### config.mk
export PLATFORM = sky130hd
export DESIGN_NAME = grayscale_frame_ctrl
export DESIGN_NICKNAME = d
export VERILOG_FILES = /design/src/rtl/grayscale_pkg.sv /design/src/rtl/gs_out_buf.sv /design/src/rtl/grayscale_frame_ctrl.sv
export SDC_FILE = /design/constraint.sdc
export NUM_CORES = 1
export LEC_CHECK = 0
export ABC_AREA = 0
export CORE_MARGIN = 2
export CORE_UTILIZATION = 38
export DETAILED_ROUTE_END_ITERATION = 8
export PLACE_DENSITY = 0.58
export SYNTH_ARGS = -nofsm -noshare
export SYNTH_HDL_FRONTEND = slang
export SYNTH_SLANG_ARGS = --single-unit
### constraint.sdc
create_clock -name clk -period 6.9 [get_ports clk]
set_clock_uncertainty 0.05 [all_clocks]
set_input_delay 1.38 -clock clk [delete_from_list [all_inputs] [get_ports clk]]
set_output_delay 1.38 -clock clk [all_outputs]
set_load 0.005 [all_outputs]
### src/rtl/grayscale_pkg.sv
// Shared types for the grayscale frame controller: pixel widths, FSM states
// and {R,G,B} pack/unpack helpers.
package grayscale_pkg;

    localparam int CH_W  = 8;
    localparam int PIX_W = 24;

    typedef enum logic [1:0] {
        IDLE  = 2'd0,
        RUN   = 2'd1,
        DRAIN = 2'd2
    } state_t;

    typedef struct packed {
        logic [CH_W-1:0] r;
        logic [CH_W-1:0] g;
        logic [CH_W-1:0] b;
    } rgb_t;

    function automatic logic [PIX_W-1:0] pack_rgb(input logic [CH_W-1:0] r,
                                                  input logic [CH_W-1:0] g,
                                                  input logic [CH_W-1:0] b);
        return {r, g, b};
    endfunction

    function automatic rgb_t unpack_rgb(input logic [PIX_W-1:0] p);
        return rgb_t'(p);
    endfunction

endpackage

### src/rtl/gs_out_buf.sv
// Two-entry output FIFO with occupancy count; flush empties it in one cycle
// and takes priority over push/pop. The caller never pushes into a full buffer.
module gs_out_buf #(
    parameter int W = 25
) (
    input  logic         clk,
    input  logic         rst,
    input  logic         push,
    input  logic         pop,
    input  logic         flush,
    input  logic [W-1:0] din,
    output logic [W-1:0] dout,
    output logic [1:0]   count
);

    logic [W-1:0] mem [2];
    logic         wr_ptr;
    logic         rd_ptr;

    always_ff @(posedge clk or posedge rst) begin
        if (rst) begin
            mem[0] <= '0;
            mem[1] <= '0;
            wr_ptr <= 1'b0;
            rd_ptr <= 1'b0;
            count  <= 2'd0;
        end else if (flush) begin
            wr_ptr <= 1'b0;
            rd_ptr <= 1'b0;
            count  <= 2'd0;
        end else begin
            if (push) begin
                mem[wr_ptr] <= din;
                wr_ptr      <= ~wr_ptr;
            end
            if (pop) begin
                rd_ptr <= ~rd_ptr;
            end
            count <= count + {1'b0, push} - {1'b0, pop};
        end
    end

    assign dout = mem[rd_ptr];

endmodule

### src/rtl/grayscale_frame_ctrl.sv
// Streams one frame from a 1-cycle-latency RAM through an external grayscale
// datapath into a 2-entry output buffer; at most 3 pixels in flight.
module grayscale_frame_ctrl
    import grayscale_pkg::*;
#(
    parameter int ADDR_W    = 16,
    parameter int DIM_W     = 12,
    parameter int OUT_DEPTH = 2
) (
    input  logic              clk,
    input  logic              rst,
    input  logic              start,
    input  logic              abort,
    input  logic [ADDR_W-1:0] cfg_base,
    input  logic [DIM_W-1:0]  cfg_width,
    input  logic [DIM_W-1:0]  cfg_height,
    input  logic              cfg_bypass,
    output logic              busy,
    output logic              done,
    output logic              err,
    output logic              mem_rd_en,
    output logic [ADDR_W-1:0] mem_rd_addr,
    input  logic [PIX_W-1:0]  mem_rd_data,
    output logic [CH_W-1:0]   gs_r_in,
    output logic [CH_W-1:0]   gs_g_in,
    output logic [CH_W-1:0]   gs_b_in,
    input  logic [CH_W-1:0]   gs_r_out,
    input  logic [CH_W-1:0]   gs_g_out,
    input  logic [CH_W-1:0]   gs_b_out,
    output logic              out_valid,
    input  logic              out_ready,
    output logic [PIX_W-1:0]  out_data,
    output logic              out_last
);

    localparam int               CNT_W        = 2 * DIM_W;
    localparam logic [CNT_W-1:0] CNT_ONE      = CNT_W'(1);
    localparam logic [2:0]       MAX_INFLIGHT = 3'(OUT_DEPTH + 1);
    localparam logic [1:0]       BUF_FULL     = 2'(OUT_DEPTH);

    state_t            state;
    state_t            state_nx;
    logic [ADDR_W-1:0] base_q;
    logic [CNT_W-1:0]  last_idx;
    logic [CNT_W-1:0]  rd_cnt;
    logic [CNT_W-1:0]  wr_cnt;
    logic [CNT_W-1:0]  n_calc;
    logic              byp_q;
    logic              pend;
    logic              sta_v;
    rgb_t              sta;
    logic [1:0]        buf_cnt;
    logic [PIX_W:0]    buf_din;
    logic [PIX_W:0]    buf_dout;
    logic [2:0]        occ;
    logic              pop;
    logic              room;
    logic              push;
    logic              issue;
    logic              start_ok;
    logic              start_bad;

    assign out_valid = (buf_cnt != 2'd0);
    assign pop       = out_valid & out_ready;

    // Occupancy counts the read returning this cycle, stage A and the buffer
    // after this cycle's pop; capping it keeps stage A always free for data.
    assign occ   = {2'b00, pend} + {2'b00, sta_v} + {1'b0, buf_cnt} - {2'b00, pop};
    assign room  = (buf_cnt - {1'b0, pop}) < BUF_FULL;
    assign push  = sta_v & room;
    assign issue = (state == RUN) && !abort && (occ < MAX_INFLIGHT);

    assign n_calc    = {{DIM_W{1'b0}}, cfg_width} * {{DIM_W{1'b0}}, cfg_height};
    assign start_ok  = (state == IDLE) && start && !abort &&
                       (cfg_width != '0) && (cfg_height != '0);
    assign start_bad = (state == IDLE) && start && !abort &&
                       ((cfg_width == '0) || (cfg_height == '0));

    always_ff @(posedge clk or posedge rst) begin
        if (rst) begin
            state <= IDLE;
        end else begin
            state <= state_nx;
        end
    end

    always_comb begin
        state_nx = state;
        if (abort) begin
            state_nx = IDLE;
        end else begin
            case (state)
                IDLE:    if (start_ok) state_nx = RUN;
                RUN:     if (issue && (rd_cnt == last_idx)) state_nx = DRAIN;
                DRAIN:   if (pop && out_last) state_nx = IDLE;
                default: state_nx = IDLE;
            endcase
        end
    end

    always_comb begin
        busy        = (state != IDLE);
        mem_rd_en   = issue;
        mem_rd_addr = '0;
        if (issue) begin
            mem_rd_addr = base_q + ADDR_W'(rd_cnt);
        end
    end

    always_ff @(posedge clk or posedge rst) begin
        if (rst) begin
            base_q   <= '0;
            last_idx <= '0;
            byp_q    <= 1'b0;
            rd_cnt   <= '0;
            wr_cnt   <= '0;
        end else if (start_ok) begin
            base_q   <= cfg_base;
            last_idx <= n_calc - CNT_ONE;
            byp_q    <= cfg_bypass;
            rd_cnt   <= '0;
            wr_cnt   <= '0;
        end else begin
            if (issue) rd_cnt <= rd_cnt + CNT_ONE;
            if (push)  wr_cnt <= wr_cnt + CNT_ONE;
        end
    end

    always_ff @(posedge clk or posedge rst) begin
        if (rst) begin
            pend  <= 1'b0;
            sta_v <= 1'b0;
            sta   <= '0;
        end else if (abort) begin
            pend  <= 1'b0;
            sta_v <= 1'b0;
        end else begin
            pend <= issue;
            if (pend) begin
                sta   <= unpack_rgb(mem_rd_data);
                sta_v <= 1'b1;
            end else if (push) begin
                sta_v <= 1'b0;
            end
        end
    end

    assign gs_r_in = sta.r;
    assign gs_g_in = sta.g;
    assign gs_b_in = sta.b;

    assign buf_din = {(wr_cnt == last_idx),
                      byp_q ? pack_rgb(sta.r, sta.g, sta.b)
                            : pack_rgb(gs_r_out, gs_g_out, gs_b_out)};

    gs_out_buf #(
        .W(PIX_W + 1)
    ) u_out_buf (
        .clk  (clk),
        .rst  (rst),
        .push (push),
        .pop  (pop),
        .flush(abort),
        .din  (buf_din),
        .dout (buf_dout),
        .count(buf_cnt)
    );

    assign out_data = buf_dout[PIX_W-1:0];
    assign out_last = buf_dout[PIX_W];

    always_ff @(posedge clk or posedge rst) begin
        if (rst) begin
            done <= 1'b0;
            err  <= 1'b0;
        end else begin
            done <= (state == DRAIN) && pop && out_last && !abort;
            err  <= start_bad;
        end
    end

endmodule

==> impl_metrics.tcl, run 1 <==
set metrics [dict create \
    status "finished clean" \
    reg2regPathDepth 11 \
    tns_ns 0 \
    min_to "u_out_buf.mem[10]" \
    nets 2023 \
    antenna_found_initial 0 \
    p_total_mw 6.75 \
    yosysUniqueCellTypes 62 \
    antenna_left 0 \
    synth_edf_count 0 \
    period_minus_slack_ns 6.51 \
    final_hold_viol_count 0 \
    cp_data_arrival_time_ns 6.83 \
    portBuffers 163 \
    grt_pass1_vias 11124 \
    relSlewSlack_pct 43.4 \
    drv_slew 0 \
    leakagePower_nw 8.00 \
    ys_async_sr_fraction_pct 100 \
    tightest_slew_ns 0.849 \
    cts.sinks 173 \
    clk_latency_ns 0.43 \
    cts_tree "built" \
    syn_inst 1566 \
    htreeDepth 4 \
    vias 10970 \
    p_int_mw 3.86 \
    grt.total_usage_pct 17.8 \
    switching_share_pct 42.9 \
    die_x_um 198 \
    r2r_start "u_out_buf.count[1]" \
    die_y_um 198 \
    p_switching_mw 2.90 \
    drt-total-wl_um 33600 \
    comb_power_share_pct 62.5 \
    max_cap_viol_count 0 \
    crit_path_max_fanout 7 \
    synth_flop_cell "dfrtp_1" \
    hold-path-cell-count 2 \
    hold_class "reg -> reg" \
    hold_buffers 0 \
    grt_max_degree 72 \
    reg2reg_to "rd_cnt[23]" \
    finalCritPeriodShare_pct 94.4 \
    initial_core_util_pct 38.3 \
    ys_ff_latch 173 \
    p_seq_share_pct 23.8 \
    finalSetupViolations 0 \
    syn2layout_area_growth_pct 20.4 \
    gp_congestion 0.884 \
    gr-total-overflow 0 \
    layoutNonFillerInstCount 2212 \
    clk_path_buf_depth 2 \
    crit_required_ns 7.22 \
    cts_buffers 17 \
    grt_pass1_wl_um 56400 \
    drt_iter0_markers 510 \
    power.density_nw_per_um2 393 \
    wl_per_cell_um 15.2 \
    yosysWarnings 0 \
    num_rows 71 \
    cts.root.buffer_cell "clkbuf_16" \
    core_um2 37300 \
    layout-drive-gt1-share_pct 8.52 \
    firstDrtPassIters 4 \
    fillers 3636 \
    ctsResizeCount 0 \
    fp.dieArea_um2 39200 \
    synth-seq-area-share_pct 30.3 \
    worstHoldStart "u_out_buf.mem[10]" \
    crit_path_start_kind "input pin" \
    via_per_inst 4.96 \
    ir_worst_vdd_mv 0.250 \
    worstSetupPathType "in -> reg" \
    end_kind "flop" \
    avgSynthCellArea_um2 9.13 \
    synth_nets 1862 \
    num_io_pins 164 \
    n_antenna_cell 0 \
    cts_setup_buffers 0 \
    clk_pin_slew_ns 0.07 \
    fmax_mhz 154 \
    syn_area_um2 14300 \
    rsz0062_at_grt "false" \
    place_hpwl_um 26600 \
    r2r_slack_ns 3.15 \
    drt_drc_violations_left 0 \
    dp.cells 2182 \
    pwr-share-clk_pct 13.7 \
]
-- cells in the mapped netlist (2+ instances only) --
master	number	area share [%]
o311ai_0	2	0.12
mux2i_1	26	1.8
a2111oi_0	2	0.12
dfrtp_1	173	30
a21oi_1	71	2.5
xor2_1	58	3.6
nor2_1	85	2.2
fa_1	111	16
xnor2_1	48	2.9
nand2b_1	3	0.13
buf_1	7	0.18
a211oi_1	6	0.32
and4_1	3	0.18
ha_1	91	8.0
nand2_1	224	5.9
inv_1	191	5.0
mux2_2	52	4.1
nor4_1	17	0.74
o211ai_1	6	0.32
and3_1	9	0.39
nor3_1	17	0.60
a211o_1	2	0.12
nor2b_1	3	0.13
o21a_1	10	0.53
a31oi_1	3	0.13
o31a_1	3	0.18
or2_2	5	0.22
and2_1	70	3.1
o21ai_0	74	2.6
o2111ai_1	2	0.12
or3_1	23	1.0
nand3_1	31	1.1
nand4_1	27	1.2
buf_2	3	0.11
a221oi_1	2	0.12
nor4_2	2	0.18
o41ai_1	2	0.12
a21o_1	11	0.58
o31ai_1	2	0.11
o21bai_1	7	0.37
clkbuf_1	60	1.6
nor4b_1	2	0.12
-- logic make-up after synthesis --
group	Yosys count	share of synthesized area, %
and+or+nand+nor	530	17.9
buffers and inverters	264	7.05
AOI/OAI and AO/OA	213	8.83
adders and majority gates	202	23.5
DFF	173	30.3
xor gates and xnor gates	106	6.50
muxes	78	5.92
-- worst max-delay path: stages --
cell and delay (ns):
clkdlybuf4s50_1 0.53, buf_4 0.22, and2_1 0.16, fa_1 0.47, inv_1 0.05, fa_1 0.57, inv_1 0.07, fa_1 0.47
fa_1 0.49, inv_1 0.05, fa_1 0.52, inv_1 0.04, ha_1 0.30, inv_1 0.06, or2_2 0.30, a211oi_1 0.32
buf_4 0.18, o21ai_0 0.16, a2111o_1 0.41, nand3_1 0.07
-- metal layers --
layer	vias up	share of wire, %	GRT usage, %	routed length, um
li1	5460	-	-	-
met1	5271	47	24.0	15900
met2	201	48	30.2	16000
met3	38	3.1	1.99	1040
met4	0	1.9	5.37	649
met5	-	0	0	0
-- worst max-delay path by stage --
stage	from	endpoint	slack, ns
floorplan	cfg_width[4]	last_idx[21]	0.56
global placement	cfg_height[4]	last_idx[21]	0.06
detailed placement	cfg_height[1]	last_idx[21]	-0.06
CTS	cfg_height[1]	last_idx[21]	0.41
global route	cfg_height[1]	last_idx[21]	0.19
finish	cfg_height[1]	last_idx[21]	0.39
-- power by group through the flow --
stage	registers, mW	clock network, mW	logic (mW)
after floorplan	1.53	0	2.89
after global placement	1.61	0	4.21
after detailed placement	1.63	0	4.25
after CTS	1.61	0.950	4.27
after global routing	1.66	0.993	4.80
final	1.61	0.925	4.22
-- layout by cell type (no fill, tap or decap), types with 70 or more instances in the layout --
cell type	n
ha_1	91
fa_1	111
and2_1	70
a21oi_1	71
clkdlybuf4s50_1	163
dfrtp_1	173
o21ai_0	74
nor2_1	84
nand2_1	224
inv_1	190
-- through the flow --
stage | cell area, um^2 | setup slack, ns | utilization, % | hold slack [ns]
final | 17200 | 0.388 | 46.1 | 0.426
after global routing | 17200 | 0.191 | 46.1 | 0.442
after CTS | 17200 | 0.411 | 46.1 | 0.430
after detailed placement | 16600 | -0.0578 | 44.6 | 0.415
after global placement | 16600 | 0.0568 | 44.6 | 0.406
after floorplan | 14300 | 0.562 | - | 0.394
-- layout make-up --
class	count	area (um^2)	share of cell area, %
Multi-Input combinational cell	1129	8970	52.1
Sequential cell	173	4330	25.2
Inverter	193	734	4.27
Timing Repair Buffer	213	2020	11.7
Clock buffer	22	474	2.76
Clock inverter	8	81.3	0.473
Tap cell	474	593	3.45
-- registers in the layout, indices dropped and copies added, names as in the netlist, 8 cells and up --
signal,cells
gs_r_in,8
gs_b_in,8
gs_g_in,8
last_idx,24
u_out_buf.mem,50
wr_cnt,24
rd_cnt,24
base_q,16
(Power assumes the default switching activity.)
==> run 2: changes to the inputs <==
--- a/config.mk
+++ b/config.mk
@@ -9,6 +9,7 @@
 export CORE_MARGIN = 2
 export CORE_UTILIZATION = 38
 export DETAILED_ROUTE_END_ITERATION = 8
+export GPL_TIMING_DRIVEN = 0
 export PLACE_DENSITY = 0.58
 export SYNTH_ARGS = -nofsm -noshare
 export SYNTH_HDL_FRONTEND = slang
==> run 2 against run 1 <==
Final area hardly changed; final cell count is 1.1% higher; non-clock buffer count is 22 higher; count of clock-buffer cells in the layout is 3 lower; maximum frequency is 2.8% lower; die area stayed put; first-iteration DRC count is 0.39% lower; register-to-register slack worse by 0.04 ns; worst hold slack better by 0.0027 ns; core utilization hardly changed; critical endpoint is now last_idx[20].
==> impl_metrics.tcl, run 2 (synthesis results as in run 1) <==
set metrics [dict create \
    status "finished clean" \
    core_um2 37300 \
    p_seq_share_pct 23.5 \
    p_int_mw 3.77 \
    relSlewSlack_pct 35.7 \
    drv_slew 0 \
    crit_path_start_kind "input pin" \
    die_y_um 198 \
    via_per_inst 5.04 \
    grt.total_usage_pct 19.2 \
    switching_share_pct 44.4 \
    largest_reg_flops 50 \
    final_hold_viol_count 0 \
    clk_pin_slew_ns 0.07 \
    cts_buffers 17 \
    syn2layout_area_growth_pct 20.5 \
    cts.root.buffer_cell "clkbuf_16" \
    cts_tree "built" \
    grt_pass1_wl_um 59500 \
    n_antenna_cell 0 \
    wl_per_cell_um 16.5 \
    dp_slack_ns -0.608 \
    placed_area_um2 16500 \
    crit_path_max_fanout 10 \
    htreeDepth 4 \
    r2r_slack_ns 3.11 \
    finalCritPeriodShare_pct 97.1 \
    pwr-share-clk_pct 14.7 \
    fillers 3660 \
    layout-drive-gt1-share_pct 6.92 \
    hold_class "reg -> reg" \
    die_x_um 198 \
    finalSetupViolations 0 \
    antenna_left 0 \
    multi_input_area_um2 8990 \
    fin_util_pct 46.1 \
    nets 2045 \
    final_cell_mix "224 x nand2_1, 190 x inv_1, 173 x dfrtp_1" \
    leakagePower_nw 7.94 \
    p_switching_mw 3.01 \
    fin_ws_ns 0.198 \
    largest_register "u_out_buf.mem" \
    gr-total-overflow 0 \
    regArea_um2 4330 \
    gp_congestion 0.901 \
    vias 11260 \
    period_minus_slack_ns 6.70 \
    layoutNonFillerInstCount 2236 \
    place_hpwl_um 29100 \
    crit_required_ns 7.22 \
    grt_pass1_vias 11340 \
    final_common_cell "nand2_1" \
    comb_power_share_pct 61.8 \
    num_rows 71 \
    ir_worst_vdd_mv 0.249 \
    fmax_mhz 149 \
    tightest_slew_ns 0.951 \
    hold_buffers 0 \
    firstDrtPassIters 5 \
    clk_path_buf_depth 2 \
    portBuffers 163 \
    cp_data_arrival_time_ns 7.03 \
    grt_max_degree 93 \
    max_cap_viol_count 0 \
    drt_iter0_markers 508 \
    tns_ns 0 \
    power.density_nw_per_um2 394 \
    clk_latency_ns 0.44 \
    fp.dieArea_um2 39200 \
    end_kind "flop" \
    worstSetupPathType "in -> reg" \
    num_io_pins 164 \
    drt-total-wl_um 36800 \
    initial_core_util_pct 38.3 \
    fin_area_um2 17200 \
    drt_drc_violations_left 0 \
    cts.sinks 173 \
    antenna_found_initial 0 \
    dp.cells 2204 \
]
run 2: cell count changes in the layout (fill, tap and decap cells not counted), sizes merged:
cell      before  now
clkbuf        22   77
bufinv         1    2
clkinvlp       2    3
buf           50   14
inv          195  198
run 2: cell type report:
cell class,instances,area share (%)
Timing Repair Buffer,164,9.64
Clock buffer,19,2.63
Inverter,193,4.28
Multi-Input combinational cell,1129,52.2
Tap cell,474,3.45
Clock inverter,13,0.880
Buffer,71,1.76
Sequential cell,173,25.2
run 2: metrics by stage:
step / power [mW] / hold slack, ns
after floorplan: 4.41 / 0.394
after global routing: 7.46 / 0.449
final: 6.78 / 0.428
after detailed placement: 5.71 / 0.417
after CTS: 6.77 / 0.434
after global placement: 5.65 / 0.405
run 2: power by group through the flow:
| stage | Clock (mW) | Sequential [mW] | Combinational (mW) |
|---|---|---|---|
| after floorplan | 0 | 1.53 | 2.89 |
| after global placement | 0 | 1.60 | 4.05 |
| after detailed placement | 0 | 1.61 | 4.10 |
| after CTS | 1.02 | 1.59 | 4.16 |
| after global routing | 1.06 | 1.63 | 4.77 |
| final | 0.997 | 1.59 | 4.19 |
run 2: worst max-delay path, cell delays in order:
cell and delay (ns):
clkdlybuf4s50_1 0.63, clkbuf_4 0.29, nand2_1 0.09, fa_1 0.52
fa_1 0.52, inv_1 0.05, fa_1 0.46, fa_1 0.54
inv_1 0.05, fa_1 0.53, inv_1 0.04, ha_1 0.37
a2111oi_0 0.47, o21ai_1 0.21, nand3_1 0.13, o211ai_1 0.23
or3_1 0.41, nand3_1 0.09
run 2: routing by layer:
metal / wire length, um / track usage, % / vias up
li1: - / - / 5504
met1: 17100 / 25.6 / 5482
met2: 17500 / 31.7 / 225
met3: 1390 / 3.07 / 49
met4: 803 / 6.54 / 0
met5: 0 / 0 / -
run 2: timing repair:
| item | in CTS | in global routing |
|---|---|---|
| endpoints found under the setup margin | 6 | 11 |
| cloned | 0 | 0 |
| resized for setup | 4 | 40 |
| buffers inserted | 0 | 0 |
run 2: path summary, 6_finish.rpt:
kind,start,endpoint,cells past startpoint
min in group asynchronous,rst,done,2
worst max register to register,u_out_buf.count[1],rd_cnt[23],11
worst min register to register,u_out_buf.mem[22],u_out_buf.mem[22],2
worst max-delay path,cfg_height[6],last_idx[20],18
max in group asynchronous,rst,gs_r_in[7],3
worst min-delay path,u_out_buf.mem[22],u_out_buf.mem[22],2
==> run 3: changes to the inputs <==
--- a/config.mk
+++ b/config.mk
@@ -11,6 +11,8 @@
 export DETAILED_ROUTE_END_ITERATION = 8
 export GPL_TIMING_DRIVEN = 0
 export PLACE_DENSITY = 0.58
+export RECOVER_POWER = 50
+export SLEW_MARGIN = 40
 export SYNTH_ARGS = -nofsm -noshare
 export SYNTH_HDL_FRONTEND = slang
 export SYNTH_SLANG_ARGS = --single-unit
==> run 3 against run 2 <==
The run now ends with capacitance limit, slew limit left; total power decreased by 0.24%; worst hold slack got worse by 0.0013 ns; largest cell class unchanged; sequential cell count unchanged; critical path depth increased by 1; maximum frequency decreased by 0.41%; setup slack got worse by 0.027 ns; first-iteration DRC count increased by 11%; final cell count about the same; critical path type unchanged; global-route usage increased by 0.071 points; count of clock-buffer cells in the layout decreased by 2.
==> impl_metrics.tcl, run 3 (synthesis results as in run 1) <==
set metrics [dict create \
    tns_ns 0 \
    die_y_um 198 \
    largest_reg_flops 50 \
    core_um2 37300 \
    period_minus_slack_ns 6.73 \
    multi_input_area_um2 8970 \
    initial_core_util_pct 38.3 \
    end_kind "flop" \
    drt_drc_violations_left 0 \
    finalCritPeriodShare_pct 97.5 \
    n_antenna_cell 0 \
    crit_required_ns 7.23 \
    grt.total_usage_pct 19.3 \
    worstSetupPathType "in -> reg" \
    drv_slew 178 \
    fin_ws_ns 0.171 \
    num_rows 71 \
    finalSetupViolations 0 \
    grt_pass1_wl_um 59600 \
    die_x_um 198 \
    clk_pin_slew_ns 0.07 \
    layout-drive-gt1-share_pct 6.75 \
    ir_worst_vdd_mv 0.231 \
    syn2layout_area_growth_pct 20.6 \
    cp_data_arrival_time_ns 7.06 \
    final_cell_mix "224 x nand2_1, 190 x inv_1, 173 x dfrtp_1" \
    crit_path_start_kind "input pin" \
    finalHoldWorstSlack_ns 0.427 \
    cts.root.buffer_cell "clkbuf_16" \
    status "finished with violations" \
    regArea_um2 4330 \
    violations "capacitance limit, slew limit" \
    placed_area_um2 16600 \
    hold_class "reg -> reg" \
    max_cap_viol_count 3 \
    fmax_mhz 149 \
    largest_register "u_out_buf.mem" \
    crit_path_max_fanout 10 \
    cts_setup_buffers 0 \
    vias 11241 \
    gr-total-overflow 0 \
    gp_congestion 0.901 \
    drt_iter0_markers 564 \
    cts.sinks 173 \
    clk_latency_ns 0.44 \
    antenna_left 0 \
    firstDrtPassIters 5 \
    grt_pass1_vias 11334 \
    dp_slack_ns -0.614 \
    ctsResizeCount 3 \
    fin_util_pct 46.2 \
    fp.dieArea_um2 39200 \
    via_per_inst 5.03 \
    relSlewSlack_pct -97.4 \
    final_hold_viol_count 0 \
    hold_buffers 0 \
    antenna_found_initial 0 \
    clk_path_buf_depth 2 \
    fillers 3670 \
    num_io_pins 164 \
    htreeDepth 4 \
    final_common_cell "nand2_1" \
    grt_max_degree 66 \
    power.density_nw_per_um2 392 \
    place_hpwl_um 29300 \
    wl_per_cell_um 16.5 \
    cts_tree "built" \
    leakagePower_nw 7.98 \
    tightest_slew_ns 2.96 \
    drt-total-wl_um 36900 \
    portBuffers 163 \
    cts_buffers 17 \
    rsz0062_at_grt "true" \
    fin_area_um2 17200 \
    nets 2046 \
]
run 3: changes by cell type in the layout (fill, tap and decap cells not counted), sizes merged:
cell	previous run	this run
clkbuf	77	76
bufinv	2	5
dlygate4sd3	0	28
clkdlybuf4s25	0	2
clkdlybuf4s50	163	135
clkinv	3	5
buf	14	12
inv	198	196
clkinvlp	3	2
run 3: worst max-delay path: stages:
cell	delay, ns
clkdlybuf4s50_1	0.54
clkbuf_1	0.49
nand2_1	0.15
fa_1	0.42
fa_1	0.54
inv_1	0.05
fa_1	0.46
fa_1	0.54
inv_1	0.05
fa_1	0.52
inv_1	0.04
ha_1	0.26
buf_2	0.19
nand4_1	0.13
or2_2	0.32
a211oi_2	0.32
o21ai_1	0.19
a2111o_1	0.39
nand3_1	0.07
run 3: power breakdown:
group          total [mW]  switching (mW)  leakage, nW  internal, mW
clock                1.09           0.436        0.321         0.650
combinational        4.09            2.25         5.43          1.83
sequential           1.59           0.266         2.23          1.32
run 3: per-stage QoR:
step,std cells,total power [mW]
global placement,2203,5.65
floorplan,1566,4.41
CTS,2237,6.85
detailed placement,2205,5.72
finish,2237,6.76
global route,2237,7.45
run 3: final timing paths:
kind | startpoint | end | slack [ns] | depth (start not counted)
min in group asynchronous | rst | done | 1.99 | 2
hold / removal | u_out_buf.mem[16] | u_out_buf.mem[16] | 0.43 | 2
setup / recovery | cfg_height[7] | last_idx[21] | 0.17 | 19
hold reg to reg | u_out_buf.mem[16] | u_out_buf.mem[16] | 0.43 | 2
max in group asynchronous | rst | u_out_buf.mem[0] | 0.95 | 3
setup reg to reg | u_out_buf.count[1] | rd_cnt[23] | 3.11 | 11
run 3: routing by layer:
metal / GRT usage [%] / part of all wire, % / vias to the layer above
met2: 32.2 / 48 / 218
met4: 5.46 / 1.7 / 0
met1: 25.9 / 46 / 5488
met5: 0 / 0 / -
met3: 2.98 / 4.1 / 42
li1: - / - / 5493
run 3: area by class of cell:
class | count | share of cell area [%]
plain buffers | 71 | 1.73
clock buffers | 17 | 2.47
clock inverters | 15 | 1.34
inverters | 193 | 4.24
multi-input cells | 1129 | 52.1
flip-flops and latches | 173 | 25.1
well taps | 474 | 3.44
repair buffers | 165 | 9.59
